<file path="config.mk">
export PLATFORM = sky130hd
export DESIGN_NAME = div_unit
export DESIGN_NICKNAME = d
export VERILOG_FILES = /design/src/rtl/div_unit.sv
export SDC_FILE = /design/constraint.sdc
export NUM_CORES = 1
export LEC_CHECK = 0
export CAP_MARGIN = 10
export CORE_MARGIN = 3
export CORE_UTILIZATION = 63
export CTS_CLUSTER_DIAMETER = 30
export CTS_CLUSTER_SIZE = 20
export DETAILED_ROUTE_END_ITERATION = 10
export PLACE_DENSITY_LB_ADDON = 0.25
export SYNTH_ARGS = -nofsm -noshare
export SYNTH_HDL_FRONTEND = slang
export SYNTH_SLANG_ARGS = --single-unit
export TNS_END_PERCENT = 10
</file>
<file path="constraint.sdc">
create_clock -name clk -period 21.9 [get_ports clk]
set_clock_uncertainty 0.05 [all_clocks]
set_input_delay 4.38 -clock clk [delete_from_list [all_inputs] [get_ports clk]]
set_output_delay 4.38 -clock clk [all_outputs]
set_load 0.01 [all_outputs]
</file>
<file path="src/rtl/div_unit.sv">
// Multi-cycle restoring radix-2 divider, signed or unsigned, with zero-divisor and flush handling.
// Define DIV_EARLY_EXIT_EN to skip the leading zero bits of the dividend magnitude.
module div_unit #(
  parameter int unsigned WIDTH = 32
) (
  input  logic             clk,
  input  logic             reset,
  input  logic             validIn,
  input  logic             sign,
  input  logic [WIDTH-1:0] SrcA,
  input  logic [WIDTH-1:0] SrcB,
  input  logic             flush,
  output logic             ready,
  output logic             validOut,
  output logic [WIDTH-1:0] Lo,
  output logic [WIDTH-1:0] Hi,
  output logic             divZero
);

  localparam int unsigned CW = $clog2(WIDTH + 1);

  typedef enum logic [1:0] {IDLE, CALC, DONE} state_e;

  state_e           state_q, state_d;
  logic [WIDTH-1:0] dvd_q, dvd_d;
  logic [WIDTH-1:0] dvs_q, dvs_d;
  logic [WIDTH-1:0] rem_q, rem_d;
  logic [WIDTH-1:0] quo_q, quo_d;
  logic [CW-1:0]    cnt_q, cnt_d;
  logic             qneg_q, qneg_d;
  logic             rneg_q, rneg_d;
  logic             zdiv_q, zdiv_d;
  logic [WIDTH-1:0] lo_q, lo_d;
  logic [WIDTH-1:0] hi_q, hi_d;
  logic             dzo_q, dzo_d;

  logic             sign_a, sign_b;
  logic [WIDTH-1:0] mag_a, mag_b;
  logic [CW-1:0]    iters;
  logic [WIDTH-1:0] dvd_init;
  logic [WIDTH:0]   rem_sh;
  logic             rem_ge;
  logic [WIDTH-1:0] rem_nx;
  logic [WIDTH-1:0] quo_nx;

  assign sign_a = sign & SrcA[WIDTH-1];
  assign sign_b = sign & SrcB[WIDTH-1];
  assign mag_a  = sign_a ? ('0 - SrcA) : SrcA;
  assign mag_b  = sign_b ? ('0 - SrcB) : SrcB;

`ifdef DIV_EARLY_EXIT_EN
  // Position of the leading one plus one; a zero dividend still runs one step.
  function automatic logic [CW-1:0] lead_count(input logic [WIDTH-1:0] v);
    lead_count = CW'(1);
    for (int unsigned i = 0; i < WIDTH; i++) begin
      if (v[i]) lead_count = CW'(i + 1);
    end
  endfunction

  // Pre-shifting the dividend left makes the skipped steps the leading-zero ones,
  // which would only have shifted zeros into remainder and quotient.
  assign iters    = lead_count(mag_a);
  assign dvd_init = mag_a << (CW'(WIDTH) - iters);
`else
  assign iters    = CW'(WIDTH);
  assign dvd_init = mag_a;
`endif

  assign rem_sh = {rem_q, dvd_q[WIDTH-1]};
  assign rem_ge = rem_sh >= {1'b0, dvs_q};
  assign rem_nx = rem_ge ? (rem_sh[WIDTH-1:0] - dvs_q) : rem_sh[WIDTH-1:0];
  assign quo_nx = {quo_q[WIDTH-2:0], rem_ge};

  always_comb begin
    state_d = state_q;
    dvd_d   = dvd_q;
    dvs_d   = dvs_q;
    rem_d   = rem_q;
    quo_d   = quo_q;
    cnt_d   = cnt_q;
    qneg_d  = qneg_q;
    rneg_d  = rneg_q;
    zdiv_d  = zdiv_q;
    lo_d    = lo_q;
    hi_d    = hi_q;
    dzo_d   = dzo_q;

    unique case (state_q)
      IDLE: begin
        if (validIn && !flush) begin
          state_d = CALC;
          zdiv_d  = (SrcB == '0);
          // A zero divisor keeps the raw dividend for the remainder output.
          dvd_d   = (SrcB == '0) ? SrcA : dvd_init;
          dvs_d   = mag_b;
          rem_d   = '0;
          quo_d   = '0;
          cnt_d   = iters;
          qneg_d  = sign_a ^ sign_b;
          rneg_d  = sign_a;
        end
      end
      CALC: begin
        if (zdiv_q) begin
          state_d = DONE;
          lo_d    = '1;
          hi_d    = dvd_q;
          dzo_d   = 1'b1;
        end else begin
          rem_d = rem_nx;
          quo_d = quo_nx;
          dvd_d = dvd_q << 1;
          cnt_d = cnt_q - CW'(1);
          if (cnt_q == CW'(1)) begin
            state_d = DONE;
            lo_d    = qneg_q ? ('0 - quo_nx) : quo_nx;
            hi_d    = rneg_q ? ('0 - rem_nx) : rem_nx;
            dzo_d   = 1'b0;
          end
        end
      end
      DONE: state_d = IDLE;
      default: state_d = IDLE;
    endcase

    if (flush) begin
      state_d = IDLE;
      lo_d    = lo_q;
      hi_d    = hi_q;
      dzo_d   = dzo_q;
    end
  end

  always_ff @(posedge clk or posedge reset) begin
    if (reset) begin
      state_q <= IDLE;
      dvd_q   <= '0;
      dvs_q   <= '0;
      rem_q   <= '0;
      quo_q   <= '0;
      cnt_q   <= '0;
      qneg_q  <= 1'b0;
      rneg_q  <= 1'b0;
      zdiv_q  <= 1'b0;
      lo_q    <= '0;
      hi_q    <= '0;
      dzo_q   <= 1'b0;
    end else begin
      state_q <= state_d;
      dvd_q   <= dvd_d;
      dvs_q   <= dvs_d;
      rem_q   <= rem_d;
      quo_q   <= quo_d;
      cnt_q   <= cnt_d;
      qneg_q  <= qneg_d;
      rneg_q  <= rneg_d;
      zdiv_q  <= zdiv_d;
      lo_q    <= lo_d;
      hi_q    <= hi_d;
      dzo_q   <= dzo_d;
    end
  end

  assign ready    = (state_q == IDLE);
  assign validOut = (state_q == DONE);
  assign Lo       = lo_q;
  assign Hi       = hi_q;
  assign divZero  = dzo_q;

endmodule

</file>
==> out/metrics.csv, run 1 <==
stage,metric,value,unit
synth,synthesis.area,13400,um^2
clock_network,path_clk_slew,50,ps
drt,dr_total_vias,13032,
finish,final_area,16500,um^2
die,start_util,65.3,%
drt,drc_errors,0,
worst_setup_path,worstPathArrival,7930,ps
clock_network,clock-sinks,203,
finish,drive_gt1_share,8.88,%
clock_network,cts_resized,0,
timing,finalHoldViolations,0,
grt,antenna_found_initial,0,
power_and_ir_drop,power,2820,uW
worst_setup_path,worstSetupEndpointType,flip-flop,
synth,ys_seq_elements,203,
grt,grt_use_total,35.9,%
synth,synth_cells,1549,
min_path,holdPathEnd,dvs_q[6],
power_and_ir_drop,p_per_area,171,nW/um^2
clock_network,root_buffer,clkbuf_16,
finish,final_core_util,80.1,%
timing,setup_viol,0,
clock_network,clock_path_buffers,3,
drt,avgViaCountPerCell,6.65,
drt,wl,43.1,mm
synth,ys_types,95,
worst_setup_path,worstPathMaxFanout,10,
timing,final.setup.tns,0,ps
worst_setup_path,critPathLaunchType,input pin,
grt,grt_pass1_vias,12639,
synth,yosysMostFrequentCell,dfrtp_1,
worst_setup_path,reg2reg_to,Hi[26],
drt,wl_per_cell,22.0,um
place,place_congestion,0.975,
synth,syn_nets,1657,
die,die_height,152,um
synth,synth-main-ff-cell,dfrtp_1,
worst_setup_path,r2r_slack,15290,ps
timing,relSlewSlack,20.1,%
clock_network,hold_buffers,0,
synth,synth-async-reset-ratio,100,%
place,portBuffers,135,
job,cap_violations,0,
min_path,whs_path_depth,2,
synth,synthTopCellsByArea,"dfrtp_1 (38%), o21ai_0 (5.6%), xor2_1 (5.3%), nand2_1 (5.0%), a21oi_1 (4.7%)",
worst_setup_path,rr_startpoint,dvs_q[24],
finish,fin_nets,1763,
min_path,min-delay-start,dvs_q[6],
place,dpl-instance-area,14900,um^2
status,status,finished clean,
drt,drt-initial-drc-count,1276,
synth,synth_seq_area_share,37.8,%
clock_network,h-tree-depth,2,
finish,n_antenna_cell,0,
die,fp.dieArea,23100,um^2
worst_setup_path,r2r_cells,19,
clock_network,cts_buffers,44,
timing,slew_viol_final,0,
timing,fmax,131,MHz
power_and_ir_drop,p_leak,0.00712,uW
timing,tightestPinTransition,1190,ps
power_and_ir_drop,peakVddDrop,0.106,mV
grt,grt_max_degree,149,
timing,fin_crit,7610,ps
die,coreArea,20600,um^2
die,chipWidth,152,um
die,ios,136,
clock_network,insertion_delay,540,ps
synth,yosys.area.top_type,dfrtp_1,
synth,yosysWarnings,0,
min_path,min_path_type,flip-flop to flip-flop,
synth,synth_edf_count,0,
place,dpl.hpwl,28.6,mm
timing,period_share,34.7,%
synth,synth_top_area_share,37.8,%
worst_setup_path,path_class,input pin to flip-flop,
synth,yosys-top-cells-count,"dfrtp_1 (203), nand2_1 (177), o21ai_0 (150)",
grt,grt_first_pass_wirelength,68.1,mm
clock_network,post_cts_buffers,0,
finish,syn2layout_area_growth,22.7,%
die,rows,52,
drt,dr.pass1.iters,10,
synth,syn_avg_cell_area,8.66,um^2
drt,postRouteAntennaNets,0,
timing,rsz0062_at_grt,false,
worst_setup_path,cp.required,22220,ps
grt,grt-ovfl-total,0,
clock_network,tritoncts,built,
cell families after synthesis:
family	after synthesis	share of synthesized area, %
AOI/OAI and AO/OA	503	24.3
and+or+nand+nor	485	17.8
DFF	203	37.8
buffers and inverters	145	4.46
xor gates and xnor gates	140	9.19
adders and majority gates	39	3.69
muxes	34	2.68
stage by stage:
stage / hold slack, ps / setup slack [ps] / std cells
4_1_cts: 431 / 14350 / 1960
2_1_floorplan: 400 / 11930 / 1549
3_3_place_gp: 411 / 14060 / 1879
3_5_place_dp: 420 / 13900 / 1879
5_1_grt: 445 / 14140 / 1960
6_report: 429 / 14290 / 1960
power by group:
group | total [uW] | leakage, uW | switching (uW) | internal, uW
Combinational | 1450 | 0.00378 | 885 | 563
Clock | 726 | 0.000785 | 228 | 498
Sequential | 644 | 0.00255 | 134 | 510
state kept, by name, summed over array words and instances (netlist names):
name and count:
Hi 32, Lo 32, dvd_q 32, dvs_q 32, rem_q 32, quo_q 31, cnt_q 6, state_q 2
divZero 1, qneg_q 1, rneg_q 1, zdiv_q 1
worst max-delay path: stages:
cell	delay, ps
clkdlybuf4s50_1	500
or4_4	600
nor4_2	250
or4b_4	540
nor4_2	240
and4bb_2	370
nand3b_2	190
nand3_2	260
a31oi_1	90
xor2_1	170
mux2i_1	250
o21ai_1	100
worst max-delay path by stage:
stage / start / endpoint / slack [ps]
after floorplan: reset / Hi[0] / 11930
after global placement: SrcB[9] / dvd_q[1] / 14060
after detailed placement: SrcB[9] / dvd_q[30] / 13900
after CTS: SrcB[9] / dvd_q[30] / 14350
after global routing: SrcB[9] / dvd_q[30] / 14140
final: SrcB[9] / dvd_q[30] / 14290
layer usage:
| layer | up-vias | GRT usage [%] | wire length, um |
|---|---|---|---|
| li1 | 5820 | - | - |
| met1 | 6300 | 47.0 | 17100 |
| met2 | 758 | 59.1 | 20500 |
| met3 | 154 | 6.63 | 3800 |
| met4 | 0 | 14.7 | 1710 |
| met5 | - | 0 | 0 |
placed cells by master, fill, tap and decap left out, types with 19 or more instances in the layout:
master	count
a21oi_1	125
a22o_1	33
a22oi_1	28
a31oi_1	19
clkbuf_16	44
clkdlybuf4s50_1	135
dfrtp_1	203
ha_1	38
inv_1	55
mux2i_1	27
nand2_1	177
nand3_1	24
nor2_1	116
nor3_1	38
o21ai_0	150
o31ai_1	23
xnor2_1	58
xor2_1	81
layout make-up:
type	count	area (um^2)
sequential	203	5080
timing repair buffer	147	1440
tap	270	338
clock inverter	27	423
inverter	58	225
multi-input combinational	1201	7770
clock buffer	54	1200
fill	1288	4090
No activity file was read; power rests on OpenSTA's default activity.
==> inputs of run 2 (changes only) <==
Settings changed: CORE_UTILIZATION 63 to 53.
Clock period 21.9 ns to 6.75 ns, I/O delays scaled along.
==> run 2 against run 1 <==
  * Register-to-register slack worse by 14000 ps
  * Cell count is 3.5% higher
  * Count of clock-buffer cells in the layout increased by 14
  * Combinational power rose to 3.2 times the previous value
  * Total power rose to 3.3 times the previous value
  * Utilization is 12 points lower
  * Sequential share of layout area down 0.59 points
  * Setup slack got worse by 13000 ps
  * Worst hold slack got worse by 4.0 ps
  * Clock power rose to 3.6 times the previous value
  * Highest routed layer unchanged
==> out/metrics.csv, run 2 (synthesized netlist as in run 1, its figures left out) <==
stage,metric,value,unit,change
drt,met1_length,17.4,mm,was 17.1 mm
status,status,finished clean,,unchanged
drt,drt-initial-drc-count,969,,was 1276
drt,wl_per_cell,20.0,um,was 22.0 um
drt,postRouteAntennaNets,0,,unchanged
min_path,min-delay-start,dvs_q[21],,was dvs_q[6]
clock_network,cts_buffers,51,,was 44
worst_setup_path,cp.required,7130,ps,was 22220 ps
worst_setup_path,critPathLaunchType,flip-flop,,was input pin
die,ios,136,,unchanged
power_and_ir_drop,switchingPower,3960,uW,was 1250 uW
die,chipWidth,165,um,was 152 um
worst_setup_path,worstPathArrival,5760,ps,was 7930 ps
die,start_util,54.5,%,was 65.3%
job,cap_violations,0,,unchanged
timing,period_share,79.6,%,
finish,drive_gt1_share,9.57,%,was 8.88%
grt,grt_first_pass_wirelength,65.1,mm,was 68.1 mm
worst_setup_path,worstSetupEndpointType,flip-flop,,unchanged
worst_setup_path,crit_chain,"ha_1, a21oi_1, o21ai_0, a21o_1, a211oi_2, nand2_4, inv_1, mux2i_1, ha_1, nand3_1, or3_1, nor3_1, mux2_2, nand4_2, o41ai_2, xnor2_1, a221o_1",,"was clkdlybuf4s50_1, or4_4, nor4_2, or4b_4, nor4_2, and4bb_2, nand3b_2, nand3_2, a31oi_1, xor2_1, mux2i_1, o21ai_1"
finish,n_antenna_cell,0,,unchanged
timing,rsz0062_at_grt,false,,unchanged
timing,slew_viol_final,0,,unchanged
finish,syn2layout_area_growth,25.2,%,was 22.7%
finish,multi_input_area,7770,um^2,unchanged
worst_setup_path,cpMostUsedCell,ha_1,,was nor4_2
die,rows,57,,was 52
power_and_ir_drop,intPower,5310,uW,was 1570 uW
timing,final.setup.tns,0,ps,unchanged
grt,grt_pass1_vias,12233,,was 12639
worst_setup_path,worstPathMaxFanout,11,,was 10
power_and_ir_drop,p_per_area,552,nW/um^2,was 171 nW/um^2
worst_setup_path,r2r_slack,1380,ps,was 15290 ps
timing,finalHoldViolations,0,,unchanged
clock_network,tritoncts,built,,unchanged
timing,fmax,186,MHz,
grt,grt_max_degree,170,,was 149
worst_setup_path,reg2reg_to,Hi[26],,unchanged
die,fp.dieArea,27300,um^2,was 23100 um^2
power_and_ir_drop,combPwrFrac,49.8,%,was 51.4%
drt,routed-wl-met3,2.47,mm,was 3.80 mm
grt,grt-ovfl-total,0,,unchanged
finish,final_core_util,68.3,%,was 80.1%
clock_network,root_buffer,clkbuf_16,,unchanged
min_path,holdPathEnd,dvs_q[21],,was dvs_q[6]
grt,grt_use_total,29.9,%,was 35.9%
drt,wl,40.6,mm,was 43.1 mm
timing,fin_crit,5370,ps,
clock_network,cts_resized,0,,unchanged
grt,antenna_found_initial,0,,unchanged
min_path,min_path_type,flip-flop to flip-flop,,unchanged
power_and_ir_drop,peakVddDrop,0.358,mV,was 0.106 mV
timing,tightestPinTransition,1150,ps,was 1190 ps
worst_setup_path,slowest_delay,840,ps,was 600 ps
timing,relSlewSlack,23.0,%,was 20.1%
power_and_ir_drop,p_sw_share,42.8,%,was 44.3%
die,coreArea,24600,um^2,was 20600 um^2
clock_network,clock_path_buffers,3,,unchanged
worst_setup_path,critPathSlowestCell,a211oi_2,,was or4_4
finish,final_common_cell,dfrtp_1,,unchanged
place,portBuffers,135,,unchanged
worst_setup_path,path_class,flip-flop to flip-flop,,was input pin to flip-flop
clock_network,post_cts_buffers,0,,unchanged
finish,fin_nets,1771,,was 1763
die,die_height,165,um,was 152 um
timing,setup_viol,0,,unchanged
place,place_congestion,0.986,,was 0.975
worst_setup_path,r2r_cells,17,,was 19
finish,regArea,5080,um^2,unchanged
drt,dr.pass1.iters,6,,was 10
power_and_ir_drop,p_clk_share,28.0,%,was 25.8%
drt,routed.top_layer,met4,,unchanged
power_and_ir_drop,seqPwrFrac,22.2,%,was 22.9%
drt,avgViaCountPerCell,6.16,,was 6.65
min_path,whs_path_depth,2,,unchanged
drt,drc_errors,0,,unchanged
clock_network,hold_buffers,0,,unchanged
worst_setup_path,rr_startpoint,rem_q[23],,was dvs_q[24]
finish,layout_common_cells,"dfrtp_1 (203), nand2_1 (177), o21ai_0 (150)",,unchanged
drt,dr_total_vias,12501,,was 13032
clock_network,clock-sinks,203,,unchanged
power_and_ir_drop,p_leak,0.00725,uW,was 0.00712 uW
drt,met2_length,19.4,mm,was 20.5 mm
finish,fillCellCount,1999,,was 1288
clock_network,insertion_delay,560,ps,was 540 ps
clock_network,h-tree-depth,2,,unchanged
clock_network,path_clk_slew,40,ps,was 50 ps
place,dpl.hpwl,28.8,mm,was 28.6 mm
run 2: layout make-up:
class | count | share of cell area (%)
inverters | 58 | 1.32
flip-flops and latches | 203 | 30.2
multi-input cells | 1201 | 46.2
well taps | 324 | 2.41
clock buffers | 68 | 8.76
repair buffers | 148 | 8.70
clock inverters | 26 | 2.32
run 2: per-stage QoR:
step | hold slack, ps | worst slack, ps | area (um^2) | total power, uW | instances
floorplan | 400 | 1970 | 13400 | 5080 | 1549
global placement | 413 | 1570 | 14900 | 6510 | 1934
detailed placement | 420 | 1500 | 14900 | 6570 | 1934
CTS | 430 | 1470 | 16800 | 9240 | 2028
global route | 450 | 1070 | 16800 | 9860 | 2028
finish | 425 | 1380 | 16800 | 9270 | 2028
run 2: critical path, delay by kind of cell (launching register included):
family / cells / cell delay (ps)
simple gates: 5 / 860
mux: 2 / 600
fa+ha+maj: 2 / 750
flops: 1 / 430
compound gates: 6 / 2330
xor+xnor: 1 / 100
buf+inv: 1 / 120
run 2: worst max path at each step:
stage               slack (ps)      start     end  cells after the start
floorplan                 1970   rem_q[2]  Hi[26]                     20
global placement          1570  rem_q[23]  Hi[26]                     17
detailed placement        1500   rem_q[8]  Hi[26]                     19
CTS                       1470   rem_q[8]  Hi[26]                     19
global route              1070   rem_q[8]  Hi[26]                     19
finish                    1380  rem_q[23]  Hi[26]                     17
run 2: power groups by stage:
stage / Sequential [uW] / Combinational, uW / Clock, uW
after floorplan: 2020 / 3060 / 0
after global placement: 2040 / 4470 / 0
after detailed placement: 2050 / 4520 / 0
after CTS: 2050 / 4570 / 2620
after global routing: 2100 / 5060 / 2700
final: 2060 / 4620 / 2600
run 2: routing by layer:
metal	global-route usage, %	vias up
met2	49.2	490
met4	11.2	0
met1	39.6	6069
met5	0	-
li1	-	5840
met3	4.91	102
==> inputs of run 3 (changes only) <==
Clock period 6.75 ns to 4.5 ns, I/O delays scaled along.
==> run 3 against run 2 <==
  * Utilization grew 1.9 points
  * Flip-flop and latch count is the same
  * Highest routed layer unchanged
  * Sequential power grew 49%
  * Worst hold slack is essentially flat
  * Non-clock buffer count grew 77
  * Critical endpoint is now Hi[22]
  * Critical path depth grew 2
  * Setup slack lost 1300 ps
  * Clock power grew 36%
  * Count of clock-buffer cells in the layout shrank 6
  * Design area grew 2.8%
==> out/metrics.csv, run 3 (synthesized netlist as in run 1, its figures left out) <==
stage,metric,value,unit,change
job,cap_violations,0,,unchanged
finish,layout_common_cells,"dfrtp_1 (203), nand2_1 (177), o21ai_0 (150)",,unchanged
timing,finalHoldViolations,0,,unchanged
grt,grt_first_pass_wirelength,67.6,mm,was 65.1 mm
drt,avgViaCountPerCell,6.14,,was 6.16
worst_setup_path,slowest_delay,510,ps,was 840 ps
die,fp.dieArea,27300,um^2,unchanged
clock_network,cts_buffers,48,,was 51
drt,wl_per_cell,20.4,um,was 20.0 um
timing,tightestPinTransition,1110,ps,was 1150 ps
power_and_ir_drop,p_leak,0.00753,uW,was 0.00725 uW
die,die_height,165,um,unchanged
timing,slew_viol_final,0,,unchanged
drt,postRouteAntennaNets,0,,unchanged
die,rows,57,,unchanged
finish,multi_input_area,7820,um^2,was 7770 um^2
worst_setup_path,critPathLaunchType,flip-flop,,unchanged
worst_setup_path,worstPathArrival,4790,ps,was 5760 ps
timing,relSlewSlack,25.8,%,was 23.0%
clock_network,path_clk_slew,50,ps,was 40 ps
place,dpl-instance-area,15500,um^2,was 14900 um^2
place,place_congestion,0.978,,was 0.986
timing,final.setup.worst_slack,123,ps,was 1380 ps
timing,fmax,228,MHz,was 186 MHz
min_path,min-delay-start,dvs_q[23],,was dvs_q[21]
place,place_inst,2010,,was 1934
worst_setup_path,rr_startpoint,dvs_q[1],,was rem_q[23]
die,chipWidth,165,um,unchanged
grt,grt_use_total,31.1,%,was 29.9%
clock_network,hold_buffers,0,,unchanged
worst_setup_path,worstPathMaxFanout,5,,was 11
grt,antenna_found_initial,0,,unchanged
drt,wl,42.7,mm,was 40.6 mm
finish,syn2layout_area_growth,28.7,%,was 25.2%
grt,grt-ovfl-total,0,,unchanged
finish,final_area,17300,um^2,was 16800 um^2
worst_setup_path,path_class,flip-flop to flip-flop,,unchanged
timing,setup_viol,0,,unchanged
clock_network,clock-sinks,203,,unchanged
place,post-place-ws,-26.7,ps,was 1500 ps
drt,dr.pass1.iters,7,,was 6
timing,fin_crit,4380,ps,was 5370 ps
finish,regArea,5080,um^2,unchanged
grt,grt_pass1_vias,12577,,was 12233
die,start_util,54.5,%,unchanged
timing,period_share,97.3,%,was 79.6%
drt,dr_total_vias,12881,,was 12501
grt,grt_max_degree,81,,was 170
worst_setup_path,cpMostUsedCell,inv_1,,was ha_1
die,coreArea,24600,um^2,unchanged
finish,n_antenna_cell,0,,unchanged
clock_network,insertion_delay,540,ps,was 560 ps
power_and_ir_drop,p_per_area,823,nW/um^2,was 552 nW/um^2
place,portBuffers,135,,unchanged
drt,drc_errors,0,,unchanged
worst_setup_path,crit_chain,"inv_1, ha_1, nor2b_1, o2111ai_2, a211oi_2, o21a_4, o211ai_4, nand2_4, inv_1, mux2i_2, ha_2, nand3_1, or3_1, nor3_2, mux2i_1, o41ai_2, xnor2_1, nand2_1, a31oi_1",,"was ha_1, a21oi_1, o21ai_0, a21o_1, a211oi_2, nand2_4, inv_1, mux2i_1, ha_1, nand3_1, or3_1, nor3_1, mux2_2, nand4_2, o41ai_2, xnor2_1, a221o_1"
status,status,finished clean,,unchanged
place,dpl.hpwl,31.3,mm,was 28.8 mm
finish,fin_nets,1845,,was 1771
timing,rsz0062_at_grt,true,,was false
worst_setup_path,worstSetupEndpointType,flip-flop,,unchanged
finish,final_common_cell,dfrtp_1,,unchanged
drt,drt-initial-drc-count,1029,,was 969
power_and_ir_drop,power,14200,uW,was 9270 uW
power_and_ir_drop,peakVddDrop,0.513,mV,was 0.358 mV
die,ios,136,,unchanged
worst_setup_path,crit_start,dvs_q[1],,was rem_q[23]
clock_network,h-tree-depth,2,,unchanged
worst_setup_path,cp.required,4910,ps,was 7130 ps
clock_network,clock_path_buffers,3,,unchanged
worst_setup_path,critPathSlowestCell,o41ai_2,,was a211oi_2
clock_network,root_buffer,clkbuf_16,,unchanged
finish,fillCellCount,1932,,was 1999
finish,final_cells,2098,,was 2028
finish,drive_gt1_share,13.6,%,was 9.57%
clock_network,tritoncts,built,,unchanged
min_path,min_path_type,flip-flop to flip-flop,,unchanged
run 3: changes by cell type in the layout (fill, tap and decap cells not counted), sizes merged:
cell and change:
clkinvlp +5, buf +77, bufinv -2, clkbuf -6, clkinv -4
run 3: final timing paths:
kind / endpoint / slack [ps] / depth (start not counted)
setup reg to reg: Hi[22] / 120 / 19
min in group asynchronous: quo_q[2] / 830 / 2
hold reg to reg: dvs_q[23] / 430 / 2
setup / recovery: Hi[22] / 120 / 19
max in group asynchronous: dvd_q[12] / 2680 / 3
hold / removal: dvs_q[23] / 430 / 2
run 3: critical path: cells and delay by family (launching register included):
kind	cells	cell delay, ps
adders and majority gates	2	490
xor gates and xnor gates	1	200
and+or+nand+nor	6	950
DFF	1	370
muxes	2	460
AOI/OAI and AO/OA	6	1530
buffers and inverters	2	240
run 3: layout make-up:
| cell class | count | share of cell area, % |
|---|---|---|
| Multi-Input combinational cell | 1201 | 45.3 |
| Timing Repair Buffer | 225 | 12.0 |
| Sequential cell | 203 | 29.4 |
| Tap cell | 324 | 2.35 |
| Clock buffer | 62 | 7.72 |
| Clock inverter | 25 | 1.91 |
| Inverter | 58 | 1.28 |
run 3: metal layers:
metal	track usage, %	vias to the layer above	part of all wire, %
met5	0	-	0
met4	11.4	0	3.5
met3	3.64	100	6.2
met2	51.8	554	48
met1	41.9	6229	42
li1	-	5998	-
run 3: per-stage QoR:
stage	hold slack, ps	utilization [%]	TNS [ps]
2_1_floorplan	400	-	-714
3_3_place_gp	413	63.2	0
3_5_place_dp	421	63.2	-26.7
4_1_cts	430	69.9	0
5_1_grt	453	70.2	-293
6_report	425	70.2	0
run 3: what timing repair did:
| action | in CTS | in global routing |
|---|---|---|
| endpoints found under the setup margin | 0 | 11 |
| buffers inserted | 0 | 1 |
| gates resized for setup | 0 | 12 |
run 3: where the power goes:
group          switching (uW)  internal (uW)  leakage [uW]
sequential                577           2480       0.00255
clock                    1110           2430      0.000799
combinational            4450           3170       0.00417
total                    6130           8080       0.00753
